<file path="config.mk">
export PLATFORM = sky130hd
export DESIGN_NAME = spi_dac_cmd_master_flat
export DESIGN_NICKNAME = d
export VERILOG_FILES = /design/src/rtl/spi_ctrl_pkg.sv /design/src/rtl/spi_dac_cmd_master_if.sv /design/src/rtl/spi_dac_cmd_master_sync_fifo.sv /design/src/rtl/spi_dac_cmd_master.sv /design/src/flat_wrapper.sv
export SDC_FILE = /design/constraint.sdc
export NUM_CORES = 1
export LEC_CHECK = 0
export CAP_MARGIN = 0
export CELL_PAD_IN_SITES_DETAIL_PLACEMENT = 0
export CELL_PAD_IN_SITES_GLOBAL_PLACEMENT = 2
export CORE_MARGIN = 3
export CORE_UTILIZATION = 35
export DETAILED_ROUTE_END_ITERATION = 10
export PLACE_DENSITY = 0.71
export SETUP_SLACK_MARGIN = 0.4
export SLEW_MARGIN = 15
export SYNTH_ARGS = -nofsm -noshare
export SYNTH_HDL_FRONTEND = slang
export SYNTH_SLANG_ARGS = --single-unit
</file>
<file path="constraint.sdc">
create_clock -name clk -period 8.65 [get_ports clk]
set_input_delay 0.865 -clock clk [delete_from_list [all_inputs] [get_ports clk]]
set_output_delay 0.865 -clock clk [all_outputs]
set_load 0.1 [all_outputs]
</file>
<file path="src/rtl/spi_ctrl_pkg.sv">
// Shared SPI control definitions: master FSM states, SPI mode constants and
// the DDS control word width used by the DDS/DAC related blocks.
package spi_ctrl_pkg;

    typedef enum logic [2:0] {
        ST_IDLE,
        ST_CHECK,
        ST_SETUP,
        ST_SHIFT,
        ST_HOLD,
        ST_GAP
    } state_e;

    localparam bit MODE_CPOL0 = 1'b0;
    localparam bit MODE_CPOL1 = 1'b1;
    localparam bit MODE_CPHA0 = 1'b0;

    localparam int unsigned DDS_CTRL_W = 16;

    // Index width for n channels, never below one bit.
    function automatic int unsigned clog2_min1(input int unsigned n);
        return (n <= 2) ? 32'd1 : 32'($clog2(n));
    endfunction

endpackage

</file>
<file path="src/rtl/spi_dac_cmd_master_if.sv">
// Command handshake between the register/control block and the SPI master.
interface spi_dac_cmd_if
    import spi_ctrl_pkg::*;
#(
    parameter int unsigned DATA_W = DDS_CTRL_W,
    parameter int unsigned CS_W   = 1
);
    logic [DATA_W-1:0] cmd_data;
    logic [CS_W-1:0]   cmd_cs;
    logic              cmd_valid;
    logic              cmd_ready;

    modport master (output cmd_data, cmd_cs, cmd_valid, input cmd_ready);
    modport slave  (input cmd_data, cmd_cs, cmd_valid, output cmd_ready);
endinterface

</file>
<file path="src/rtl/spi_dac_cmd_master_sync_fifo.sv">
// Small synchronous FIFO with registered ready/empty/level; read data is
// presented combinationally from the head entry.
module sync_fifo #(
    parameter int unsigned WIDTH = 17,
    parameter int unsigned DEPTH = 4,
    localparam int unsigned LVL_W = $clog2(DEPTH + 1)
) (
    input  logic             clk,
    input  logic             rstn,
    input  logic [WIDTH-1:0] wr_data,
    input  logic             wr_valid,
    output logic             wr_ready,
    input  logic             rd_en,
    output logic [WIDTH-1:0] rd_data_c,
    output logic             empty,
    output logic [LVL_W-1:0] level
);
    localparam int unsigned AW = (DEPTH <= 2) ? 1 : $clog2(DEPTH);

    logic [WIDTH-1:0] mem_q [DEPTH];
    logic [AW-1:0]    wr_ptr_q, wr_ptr_d;
    logic [AW-1:0]    rd_ptr_q, rd_ptr_d;
    logic [LVL_W-1:0] cnt_q, cnt_d;
    logic             ready_q, ready_d;
    logic             empty_q, empty_d;
    logic             push, pop;

    assign push      = wr_valid && ready_q;
    assign pop       = rd_en && !empty_q;
    assign wr_ready  = ready_q;
    assign empty     = empty_q;
    assign level     = cnt_q;
    assign rd_data_c = mem_q[rd_ptr_q];

    // Pointer/count update; flags are registered from the next count.
    always_comb begin
        wr_ptr_d = wr_ptr_q;
        rd_ptr_d = rd_ptr_q;
        if (push) wr_ptr_d = wr_ptr_q + AW'(1);
        if (pop)  rd_ptr_d = rd_ptr_q + AW'(1);
        cnt_d   = cnt_q + LVL_W'(push) - LVL_W'(pop);
        ready_d = (cnt_d != LVL_W'(DEPTH));
        empty_d = (cnt_d == '0);
    end

    // Control state registers.
    always_ff @(posedge clk or negedge rstn) begin
        if (!rstn) begin
            wr_ptr_q <= '0;
            rd_ptr_q <= '0;
            cnt_q    <= '0;
            ready_q  <= 1'b1;
            empty_q  <= 1'b1;
        end else begin
            wr_ptr_q <= wr_ptr_d;
            rd_ptr_q <= rd_ptr_d;
            cnt_q    <= cnt_d;
            ready_q  <= ready_d;
            empty_q  <= empty_d;
        end
    end

    // Storage array, written on accepted pushes only.
    always_ff @(posedge clk) begin
        if (push) mem_q[wr_ptr_q] <= wr_data;
    end

endmodule

</file>
<file path="src/rtl/spi_dac_cmd_master.sv">
// Multi-channel SPI write master for DDS/DAC control words: command FIFO,
// per-word chip select, programmable SCK divider and per-channel suppression
// of repeated words.
module spi_dac_cmd_master
    import spi_ctrl_pkg::*;
#(
    parameter int unsigned DATA_W     = DDS_CTRL_W,
    parameter int unsigned NUM_CS     = 2,
    parameter int unsigned CS_W       = clog2_min1(NUM_CS),
    parameter int unsigned CLK_DIV    = 2,
    parameter int unsigned FIFO_DEPTH = 4,
    parameter int unsigned CS_GAP     = 2,
    parameter bit          CPOL       = MODE_CPOL0,
    parameter bit          DEDUP      = 1'b1
) (
    input  logic              clk,
    input  logic              rstn,
    spi_dac_cmd_if.slave      cmd,
    output logic              sck,
    output logic              mosi,
    output logic [NUM_CS-1:0] ss_n,
    output logic              busy,
    output logic              word_done,
    output logic              word_drop,
    output logic              cs_err
);
    localparam int unsigned ENTRY_W = CS_W + DATA_W;
    localparam int unsigned DIV_W   = 8;
    localparam int unsigned EDGE_W  = $clog2(2 * DATA_W + 1);
    localparam int unsigned SH_N    = 1 << CS_W;
    localparam int unsigned LVL_W   = $clog2(FIFO_DEPTH + 1);

    localparam logic [DIV_W-1:0]  DIV_LAST  = DIV_W'(CLK_DIV - 1);
    localparam logic [DIV_W-1:0]  GAP_LAST  = DIV_W'(CS_GAP - 1);
    localparam logic [EDGE_W-1:0] LAST_EDGE = EDGE_W'(2 * DATA_W - 1);
    localparam logic [CS_W:0]     NUM_CS_L  = (CS_W + 1)'(NUM_CS);

    logic [ENTRY_W-1:0] fifo_rd_data_c;
    logic               fifo_empty;
    logic [LVL_W-1:0]   fifo_level;
    logic               pop_c, push_c, cs_ok_c;

    state_e              state_q, state_d;
    logic [DIV_W-1:0]    div_q, div_d;
    logic [EDGE_W-1:0]   edge_q, edge_d;
    logic [DATA_W-1:0]   shreg_q, shreg_d;
    logic [DATA_W-1:0]   word_q, word_d;
    logic [CS_W-1:0]     cs_q, cs_d;
    logic                sck_q, sck_d;
    logic                mosi_q, mosi_d;
    logic [NUM_CS-1:0]   ss_n_q, ss_n_d;
    logic                busy_q, busy_d;
    logic                word_done_q, word_done_d;
    logic                word_drop_q, word_drop_d;
    logic                cs_err_q, cs_err_d;
    logic [DATA_W-1:0]   shadow_q [SH_N];
    logic [DATA_W-1:0]   shadow_d [SH_N];
    logic [SH_N-1:0]     shadow_valid_q, shadow_valid_d;

    sync_fifo #(
        .WIDTH (ENTRY_W),
        .DEPTH (FIFO_DEPTH)
    ) u_fifo (
        .clk       (clk),
        .rstn      (rstn),
        .wr_data   ({cmd.cmd_cs, cmd.cmd_data}),
        .wr_valid  (cmd.cmd_valid),
        .wr_ready  (cmd.cmd_ready),
        .rd_en     (pop_c),
        .rd_data_c (fifo_rd_data_c),
        .empty     (fifo_empty),
        .level     (fifo_level)
    );

    assign pop_c   = (state_q == ST_IDLE) && !fifo_empty;
    assign push_c  = cmd.cmd_valid && cmd.cmd_ready;
    assign cs_ok_c = ({1'b0, cs_q} < NUM_CS_L);

    assign sck       = sck_q;
    assign mosi      = mosi_q;
    assign ss_n      = ss_n_q;
    assign busy      = busy_q;
    assign word_done = word_done_q;
    assign word_drop = word_drop_q;
    assign cs_err    = cs_err_q;

    // Word sequencing: pop, check channel/dedup, then frame and shift the word.
    always_comb begin
        state_d        = state_q;
        div_d          = div_q;
        edge_d         = edge_q;
        shreg_d        = shreg_q;
        word_d         = word_q;
        cs_d           = cs_q;
        sck_d          = sck_q;
        mosi_d         = mosi_q;
        ss_n_d         = ss_n_q;
        shadow_d       = shadow_q;
        shadow_valid_d = shadow_valid_q;
        word_done_d    = 1'b0;
        word_drop_d    = 1'b0;
        cs_err_d       = 1'b0;

        case (state_q)
            ST_IDLE: begin
                if (!fifo_empty) begin
                    {cs_d, word_d} = fifo_rd_data_c;
                    shreg_d        = fifo_rd_data_c[DATA_W-1:0];
                    state_d        = ST_CHECK;
                end
            end
            ST_CHECK: begin
                if (!cs_ok_c) begin
                    cs_err_d    = 1'b1;
                    word_drop_d = 1'b1;
                    state_d     = ST_IDLE;
                end else if (DEDUP && shadow_valid_q[cs_q] && (shadow_q[cs_q] == word_q)) begin
                    word_drop_d = 1'b1;
                    state_d     = ST_IDLE;
                end else begin
                    ss_n_d  = ~(NUM_CS'(1) << cs_q);
                    mosi_d  = shreg_q[DATA_W-1];
                    div_d   = '0;
                    state_d = ST_SETUP;
                end
            end
            ST_SETUP: begin
                if (div_q == DIV_LAST) begin
                    div_d   = '0;
                    edge_d  = '0;
                    state_d = ST_SHIFT;
                end else begin
                    div_d = div_q + DIV_W'(1);
                end
            end
            ST_SHIFT: begin
                if (div_q == DIV_LAST) begin
                    div_d  = '0;
                    sck_d  = ~sck_q;
                    edge_d = edge_q + EDGE_W'(1);
                    // Odd toggles return sck to idle: launch the next bit there.
                    if (edge_q[0]) begin
                        if (edge_q == LAST_EDGE) begin
                            state_d = ST_HOLD;
                        end else begin
                            shreg_d = {shreg_q[DATA_W-2:0], 1'b0};
                            mosi_d  = shreg_d[DATA_W-1];
                        end
                    end
                end else begin
                    div_d = div_q + DIV_W'(1);
                end
            end
            ST_HOLD: begin
                if (div_q == DIV_LAST) begin
                    div_d                  = '0;
                    ss_n_d                 = '1;
                    mosi_d                 = 1'b0;
                    shadow_d[cs_q]         = word_q;
                    shadow_valid_d[cs_q]   = 1'b1;
                    word_done_d            = 1'b1;
                    state_d                = ST_GAP;
                end else begin
                    div_d = div_q + DIV_W'(1);
                end
            end
            ST_GAP: begin
                if (div_q == GAP_LAST) begin
                    div_d   = '0;
                    state_d = ST_IDLE;
                end else begin
                    div_d = div_q + DIV_W'(1);
                end
            end
            default: state_d = ST_IDLE;
        endcase

        busy_d = (state_d != ST_IDLE) || push_c || (fifo_level > LVL_W'(pop_c));
    end

    // State and output registers; reset aborts any word in flight.
    always_ff @(posedge clk or negedge rstn) begin
        if (!rstn) begin
            state_q        <= ST_IDLE;
            div_q          <= '0;
            edge_q         <= '0;
            shreg_q        <= '0;
            word_q         <= '0;
            cs_q           <= '0;
            sck_q          <= CPOL;
            mosi_q         <= 1'b0;
            ss_n_q         <= '1;
            busy_q         <= 1'b0;
            word_done_q    <= 1'b0;
            word_drop_q    <= 1'b0;
            cs_err_q       <= 1'b0;
            shadow_q       <= '{default: '0};
            shadow_valid_q <= '0;
        end else begin
            state_q        <= state_d;
            div_q          <= div_d;
            edge_q         <= edge_d;
            shreg_q        <= shreg_d;
            word_q         <= word_d;
            cs_q           <= cs_d;
            sck_q          <= sck_d;
            mosi_q         <= mosi_d;
            ss_n_q         <= ss_n_d;
            busy_q         <= busy_d;
            word_done_q    <= word_done_d;
            word_drop_q    <= word_drop_d;
            cs_err_q       <= cs_err_d;
            shadow_q       <= shadow_d;
            shadow_valid_q <= shadow_valid_d;
        end
    end

endmodule
</file>
<file path="src/flat_wrapper.sv">
// flat-port wrapper written by rule: the top's interface ports become plain ports
module spi_dac_cmd_master_flat import spi_ctrl_pkg::*;
#(
    parameter int unsigned DATA_W     = DDS_CTRL_W,
    parameter int unsigned NUM_CS     = 2,
    parameter int unsigned CS_W       = clog2_min1(NUM_CS),
    parameter int unsigned CLK_DIV    = 2,
    parameter int unsigned FIFO_DEPTH = 4,
    parameter int unsigned CS_GAP     = 2,
    parameter bit          CPOL       = MODE_CPOL0,
    parameter bit          DEDUP      = 1'b1
)
  (clk, rstn, sck, mosi, ss_n, busy, word_done, word_drop, cs_err, cmd_cmd_data, cmd_cmd_cs, cmd_cmd_valid, cmd_cmd_ready);
  spi_dac_cmd_if #(.DATA_W(DATA_W), .CS_W(CS_W)) cmd_i ();
  input  logic clk;
  input  logic rstn;
  output logic sck;
  output logic mosi;
  output logic [NUM_CS-1:0] ss_n;
  output logic busy;
  output logic word_done;
  output logic word_drop;
  output logic cs_err;
  input wire logic [$bits(cmd_i.cmd_data)-1:0] cmd_cmd_data;
  input wire logic [$bits(cmd_i.cmd_cs)-1:0] cmd_cmd_cs;
  input wire logic [$bits(cmd_i.cmd_valid)-1:0] cmd_cmd_valid;
  output wire logic [$bits(cmd_i.cmd_ready)-1:0] cmd_cmd_ready;
  assign cmd_i.cmd_data = cmd_cmd_data;
  assign cmd_i.cmd_cs = cmd_cmd_cs;
  assign cmd_i.cmd_valid = cmd_cmd_valid;
  assign cmd_cmd_ready = cmd_i.cmd_ready;
  spi_dac_cmd_master #(.DATA_W(DATA_W), .NUM_CS(NUM_CS), .CS_W(CS_W), .CLK_DIV(CLK_DIV), .FIFO_DEPTH(FIFO_DEPTH), .CS_GAP(CS_GAP), .CPOL(CPOL), .DEDUP(DEDUP)) u_core (.clk(clk), .rstn(rstn), .cmd(cmd_i), .sck(sck), .mosi(mosi), .ss_n(ss_n), .busy(busy), .word_done(word_done), .word_drop(word_drop), .cs_err(cs_err));
endmodule
</file>
==> impl_metrics.yaml, run 1 <==
timing:
  fin_crit_ns: 3.27
  skew_ns: 0.0123
  hold_viol: 0
  timing.hold.ws_ns: 0.303
  slew_headroom_pct: 23.3
  rsz0062_at_grt: "false"
  period_share_pct: 37.8
  tightest_slew_ns: 1.15
  layout_setup_ws_ns: 5.38
  drv_slew: 0
  finalSetupTns_ns: 0
  fmax_ghz: 0.306
  setup_viol: 0
critical_path:
  worstPathRequired_ns: 9.02
  reg2reg_from: "u_core.cs_q"
  cp_max_fo: 21
  worstReg2RegEnd: "u_core.div_q[2]"
  r2r_slack_ns: 5.38
  crit_path_end_kind: "register"
  reg2regPathDepth: 7
  startpoint_type: "register"
  worstPathArrival_ns: 3.64
  timing_worst_setup_path_type: "reg2reg"
synth:
  synth_seq_cells: 168
  yosysSeqAreaShare_pct: 62.6
  synth_top_area_share_pct: 33.0
  synth_edf_count: 68
  synthesis.area_mm2: 0.00727
  yosysMostFrequentCell: "dfrtp_1"
  ys.warnings.count: 0
  async_flop_share_pct: 59.5
  synth_cell_types: 51
  synthTopCellsByCount: "96 x dfrtp_1, 68 x edfxtp_1, 47 x mux2_2"
  synth_area_leaders: "dfrtp_1 33%, edfxtp_1 28%, mux2_2 7.3%"
  synth_nets: 538
  synth_area_per_cell_um2: 14.4
  syn_inst: 504
  synth_top_flop_cell: "dfrtp_1"
  yosysTopAreaCell: "dfrtp_1"
global_routing:
  antenna_found_initial: 0
  grt_max_degree: 83
  globalRouteOverflowTotal: 0
  grt_use_total_pct: 12.9
  grt_pass1_wl_um: 22400
  grt_pass1_vias: 4169
final_layout:
  drive_gt1_share_pct: 21.2
  antenna_cells: 0
  final_util_pct: 41.4
  nets: 563
  fillers: 1864
  fin_area_mm2: 0.00841
  final_cells: 812
  syn2layout_area_growth_pct: 15.6
die:
  core_mm2: 0.0203
  initial_core_util_pct: 35.8
  io_pins: 29
  dieWidth_um: 150
  row_count: 52
  die_h_um: 150
  die_area_mm2: 0.0225
clock_network:
  post_cts_buffers: 0
  cts-htree-levels: 4
  cts_hold_buf: 0
  cts_root_buf: "clkbuf_16"
  cts_tree: "yes"
  clock_path_buffers: 2
  clkLatencyLatePin_ns: 0.43
  ctsResizeCount: 0
  cts_buffers: 17
  clkTransAtPathRegs_ns: 0.07
  clock_sinks: 168
detailed_routing:
  wl_um: 13500
  vias_per_cell: 5.01
  antenna_left: 0
  firstDrtPassIters: 4
  wl_met1_um: 6320
  drc_errors: 0
  wl_met3_um: 386
  routedWlPerCell_um: 16.6
  highest_layer: "met4"
  first_iter_violations: 207
  via_count: 4070
  met2_length_um: 6590
place:
  dp.cells: 780
  io_buffers: 27
  place_area_mm2: 0.00779
  place.gp.congestion: 0.716
  pre_cts_ws_ns: 5.33
  post-dp-hpwl_um: 8940
min_path:
  hold_path.class: "in2async"
power:
  p_comb_share_pct: 28.4
  switching_share_pct: 35.7
  irDropWorstVdd_uv: 177
  p_leak_nw: 3.38
  switchingPower_mw: 0.984
  p_int_mw: 1.78
  p_seq_share_pct: 43.8
  p_total_mw: 2.76
  clockPowerShare_pct: 27.8
  p_per_area_mw_per_mm2: 328
job:
  cap_violations: 0
outcome:
  status: "completed"
[layout by cell type, fill, tap and decap left out, types with 5 or more instances in the layout]
| master | netlist | layout |
|---|---|---|
| nand3_1 | 8 | 8 |
| buf_4 | 2 | 5 |
| nor3_1 | 7 | 7 |
| inv_1 | 13 | 13 |
| clkdlybuf4s50_1 | 0 | 26 |
| mux2i_1 | 30 | 30 |
| o21ai_0 | 19 | 19 |
| a21oi_1 | 24 | 24 |
| nand2_1 | 13 | 13 |
| ha_1 | 13 | 13 |
| nand2b_1 | 6 | 6 |
| clkbuf_16 | 0 | 17 |
| mux4_2 | 17 | 17 |
| dfrtp_1 | 96 | 96 |
| edfxtp_1 | 68 | 68 |
| and3_1 | 9 | 9 |
| or2_2 | 6 | 6 |
| xnor2_1 | 15 | 15 |
| nor2_1 | 32 | 32 |
| xor2_1 | 6 | 6 |
| mux2_2 | 47 | 47 |
[state kept, by name, indices dropped and copies added, names as in the netlist, 2 cells and up]
| name | count |
|---|---|
| u_core.u_fifo.mem_q | 68 |
| u_core.shadow_q | 32 |
| u_core.shreg_q | 16 |
| u_core.word_q | 16 |
| u_core.div_q | 8 |
| u_core.edge_q | 6 |
| u_core.state_q | 3 |
| u_core.u_fifo.level | 3 |
| u_core.shadow_valid_q | 2 |
| u_core.ss_n | 2 |
| u_core.u_fifo.rd_ptr_q | 2 |
| u_core.u_fifo.wr_ptr_q | 2 |
[cells by family (layout without fill, tap and decap cells)]
kind of cell / Yosys count / count (layout) / share of synthesized area [%]
XOR/XNOR: 21 / 21 / 2.53
multiplexers: 94 / 94 / 16.7
adder cells (fa/ha/maj): 14 / 14 / 2.51
other: 1 / 1 / 0.0516
flip-flops: 168 / 168 / 62.6
AND/OR/NAND/NOR: 103 / 103 / 7.67
buffers and inverters: 38 / 76 / 2.37
AO/OA/AOI/OAI: 65 / 65 / 5.63
[worst max-delay path by stage]
stage          cells after the start              start  slack [ns]                   to
6_report                           7        u_core.cs_q        5.38      u_core.div_q[2]
2_1_floorplan                     10  u_core.state_q[2]        5.90  u_core.u_fifo.empty
3_5_place_dp                       7        u_core.cs_q        5.33      u_core.div_q[2]
4_1_cts                            7        u_core.cs_q        5.32      u_core.div_q[2]
5_1_grt                            7        u_core.cs_q        5.16      u_core.div_q[2]
3_3_place_gp                       7        u_core.cs_q        5.43      u_core.div_q[2]
[critical path: stages, from the launching register on]
cell and delay, ns:
dfrtp_1 1.06, mux2i_1 0.31, xnor2_1 0.09, a2111oi_1 0.43, nand4_1 0.28, nor4_4 0.55
or2_2 0.31, a221o_1 0.17
[layout make-up]
type	instances	area [um^2]	area share, %
tap	270	338	4.02
inverter	13	48.8	0.581
multi-input combinational	298	2560	30.5
clock inverter	15	186	2.22
timing repair buffer	31	298	3.54
clock buffer	17	425	5.06
sequential	168	4550	54.1
[power groups by stage]
stage	Sequential, mW	Combinational, mW	Clock [mW]
detailed placement	1.23	0.798	0
CTS	1.22	0.800	0.789
global route	1.24	0.870	0.827
global placement	1.22	0.790	0
finish	1.21	0.784	0.767
floorplan	1.21	0.581	0
[metal layers]
| metal | GRT usage [%] | vias to the layer above |
|---|---|---|
| met5 | 0 | - |
| met4 | 5.08 | 0 |
| met3 | 2.59 | 15 |
| met2 | 20.6 | 61 |
| met1 | 17.5 | 2072 |
| li1 | - | 1922 |
Note: power is estimated with default switching activity, not from simulation.
==> run 2: changes to the inputs <==
clock period = 3.1 ns   (was 8.65 ns; I/O delays follow)
==> run 2 against run 1 <==
Against the previous run: power increased to 2.8 times the previous value; cell area grew 0.94%; register-to-register slack got worse by 4.8 ns; cell count increased by 1.6%; via count is 0.12% higher; combinational power rose to 2.9 times the previous value; clock power rose to 2.7 times the previous value; sequential share of layout area shrank 0.49 points; critical endpoint is now u_core.busy.
==> impl_metrics.yaml, run 2 (synthesis results as in run 1) <==
critical_path:
  timing_worst_setup_path_type: "reg2reg"
  cp_max_fo: 15
  endpoint: "u_core.busy"
  worstPathArrival_ns: 2.80
  reg2regPathDepth: 8
  r2r_slack_ns: 0.61
  critPathLaunch: "u_core.cs_q"
  startpoint_type: "register"
  worstPathRequired_ns: 3.41
  worstReg2RegEnd: "u_core.busy"
  reg2reg_from: "u_core.cs_q"
  crit_path_end_kind: "register"
clock_network:
  clock_sinks: 168
  cts_root_buf: "clkbuf_16"
  cts_buffers: 17
  clkTransAtPathRegs_ns: 0.07
  clock_path_buffers: 2
  post_cts_buffers: 0
  cts_tree: "yes"
  cts-htree-levels: 4
  clkLatencyLatePin_ns: 0.43
final_layout:
  final_common_cell: "dfrtp_1"
  nets: 576
  final_util_pct: 41.8
  syn2layout_area_growth_pct: 16.7
  antenna_cells: 0
  final_cell_mix: "95 x dfrtp_1, 68 x edfxtp_1, 47 x mux2_2, 32 x nor2_1, 30 x mux2i_1"
  largest_reg_flops: 68
  max_flop_register: "u_core.u_fifo.mem_q"
  reg.largest.list: "u_core.u_fifo.mem_q: 68 flops, u_core.shadow_q: 32 flops"
  drive_gt1_share_pct: 23.6
power:
  p_int_mw: 4.96
  irDropWorstVdd_uv: 436
  p_total_mw: 7.65
  switchingPower_mw: 2.69
  clockPowerShare_pct: 26.6
  p_per_area_mw_per_mm2: 902
  p_leak_nw: 3.43
  p_seq_share_pct: 43.8
  p_comb_share_pct: 29.6
  switching_share_pct: 35.2
place:
  post-dp-hpwl_um: 9120
  place.gp.congestion: 0.751
  pre_cts_ws_ns: 0.370
  io_buffers: 27
global_routing:
  globalRouteOverflowTotal: 0
  antenna_found_initial: 0
  grt_pass1_wl_um: 22700
  grt_use_total_pct: 13.1
  grt_use_met3_pct: 2.80
  grt_max_degree: 59
  grtUsageMet1_pct: 17.8
  gr-usage-met2_pct: 20.5
  grt-busiest-layer: "met2"
  grt_pass1_vias: 4252
timing:
  slew_headroom_pct: 34.6
  rsz0062_at_grt: "false"
  setup_viol: 0
  tightest_slew_ns: 0.977
  finalSetupTns_ns: 0
  drv_slew: 0
  layout_setup_ws_ns: 0.610
  fin_crit_ns: 2.49
  timing.hold.ws_ns: 0.473
  hold_viol: 0
  period_share_pct: 80.3
  fmax_ghz: 0.402
  skew_ns: 0.00966
die:
  dieWidth_um: 150
  row_count: 52
  die_h_um: 150
  core_mm2: 0.0203
  initial_core_util_pct: 35.8
  die_area_mm2: 0.0225
  io_pins: 29
detailed_routing:
  vias_per_cell: 4.94
  first_iter_violations: 136
  via_count: 4075
  drc_errors: 0
  antenna_left: 0
  wl_um: 13500
  firstDrtPassIters: 4
  routedWlPerCell_um: 16.4
outcome:
  status: "completed"
job:
  cap_violations: 0
min_path:
  hold_path.class: "reg2reg"
[run 2: layout make-up]
class	count	area, um^2
clock buffer	17	425
clock inverter	15	154
fill	1876	11800
inverter	13	48.8
multi-input combinational	298	2570
sequential	168	4550
tap	270	338
timing repair buffer	44	394
[run 2: critical path: stages (launching register included)]
cell      delay, ns
dfrtp_2        0.49
buf_6          0.24
mux2i_1        0.24
xnor2_1        0.09
nor4_1         0.29
nand4_1        0.25
o21ai_1        0.23
o31ai_1        0.14
a2111o_1       0.40
[run 2: power by group through the flow]
stage / registers, mW / clock network (mW) / logic [mW]
final: 3.35 / 2.04 / 2.27
after global routing: 3.43 / 2.20 / 2.50
after CTS: 3.36 / 2.10 / 2.31
after detailed placement: 3.40 / 0 / 2.30
after global placement: 3.38 / 0 / 2.26
after floorplan: 3.39 / 0 / 1.62
[run 2: metal layers]
layer  share of wire [%]  up-vias
met5                   0        -
met4                 1.4        0
met3                 2.5       13
met2                  48       36
met1                  48     2078
li1                    -     1948
[run 2: stage by stage]
stage | instances | instance area [um^2]
floorplan | 504 | 7280
global placement | 792 | 7890
detailed placement | 792 | 7890
CTS | 825 | 8480
global route | 825 | 8480
finish | 825 | 8480
[run 2: worst min-delay path by stage]
| stage | from | to | cells after the start |
|---|---|---|---|
| 2_1_floorplan | rstn | u_core.busy | 0 |
| 3_3_place_gp | rstn | u_core.shadow_q[9] | 1 |
| 3_5_place_dp | rstn | u_core.shadow_q[8] | 1 |
| 4_1_cts | u_core.shadow_valid_q[1] | u_core.shadow_valid_q[1] | 1 |
| 5_1_grt | u_core.shadow_valid_q[1] | u_core.shadow_valid_q[1] | 1 |
| 6_report | u_core.shadow_valid_q[1] | u_core.shadow_valid_q[1] | 1 |
[run 2: timing repair]
action / 4_1_cts / 5_1_grt
cloned: 0 / 0
endpoints found under the setup margin: 1 / 4
resized for setup: 1 / 3
endpoints found under the hold margin: 54 / 0
hold buffers: 1 / 0
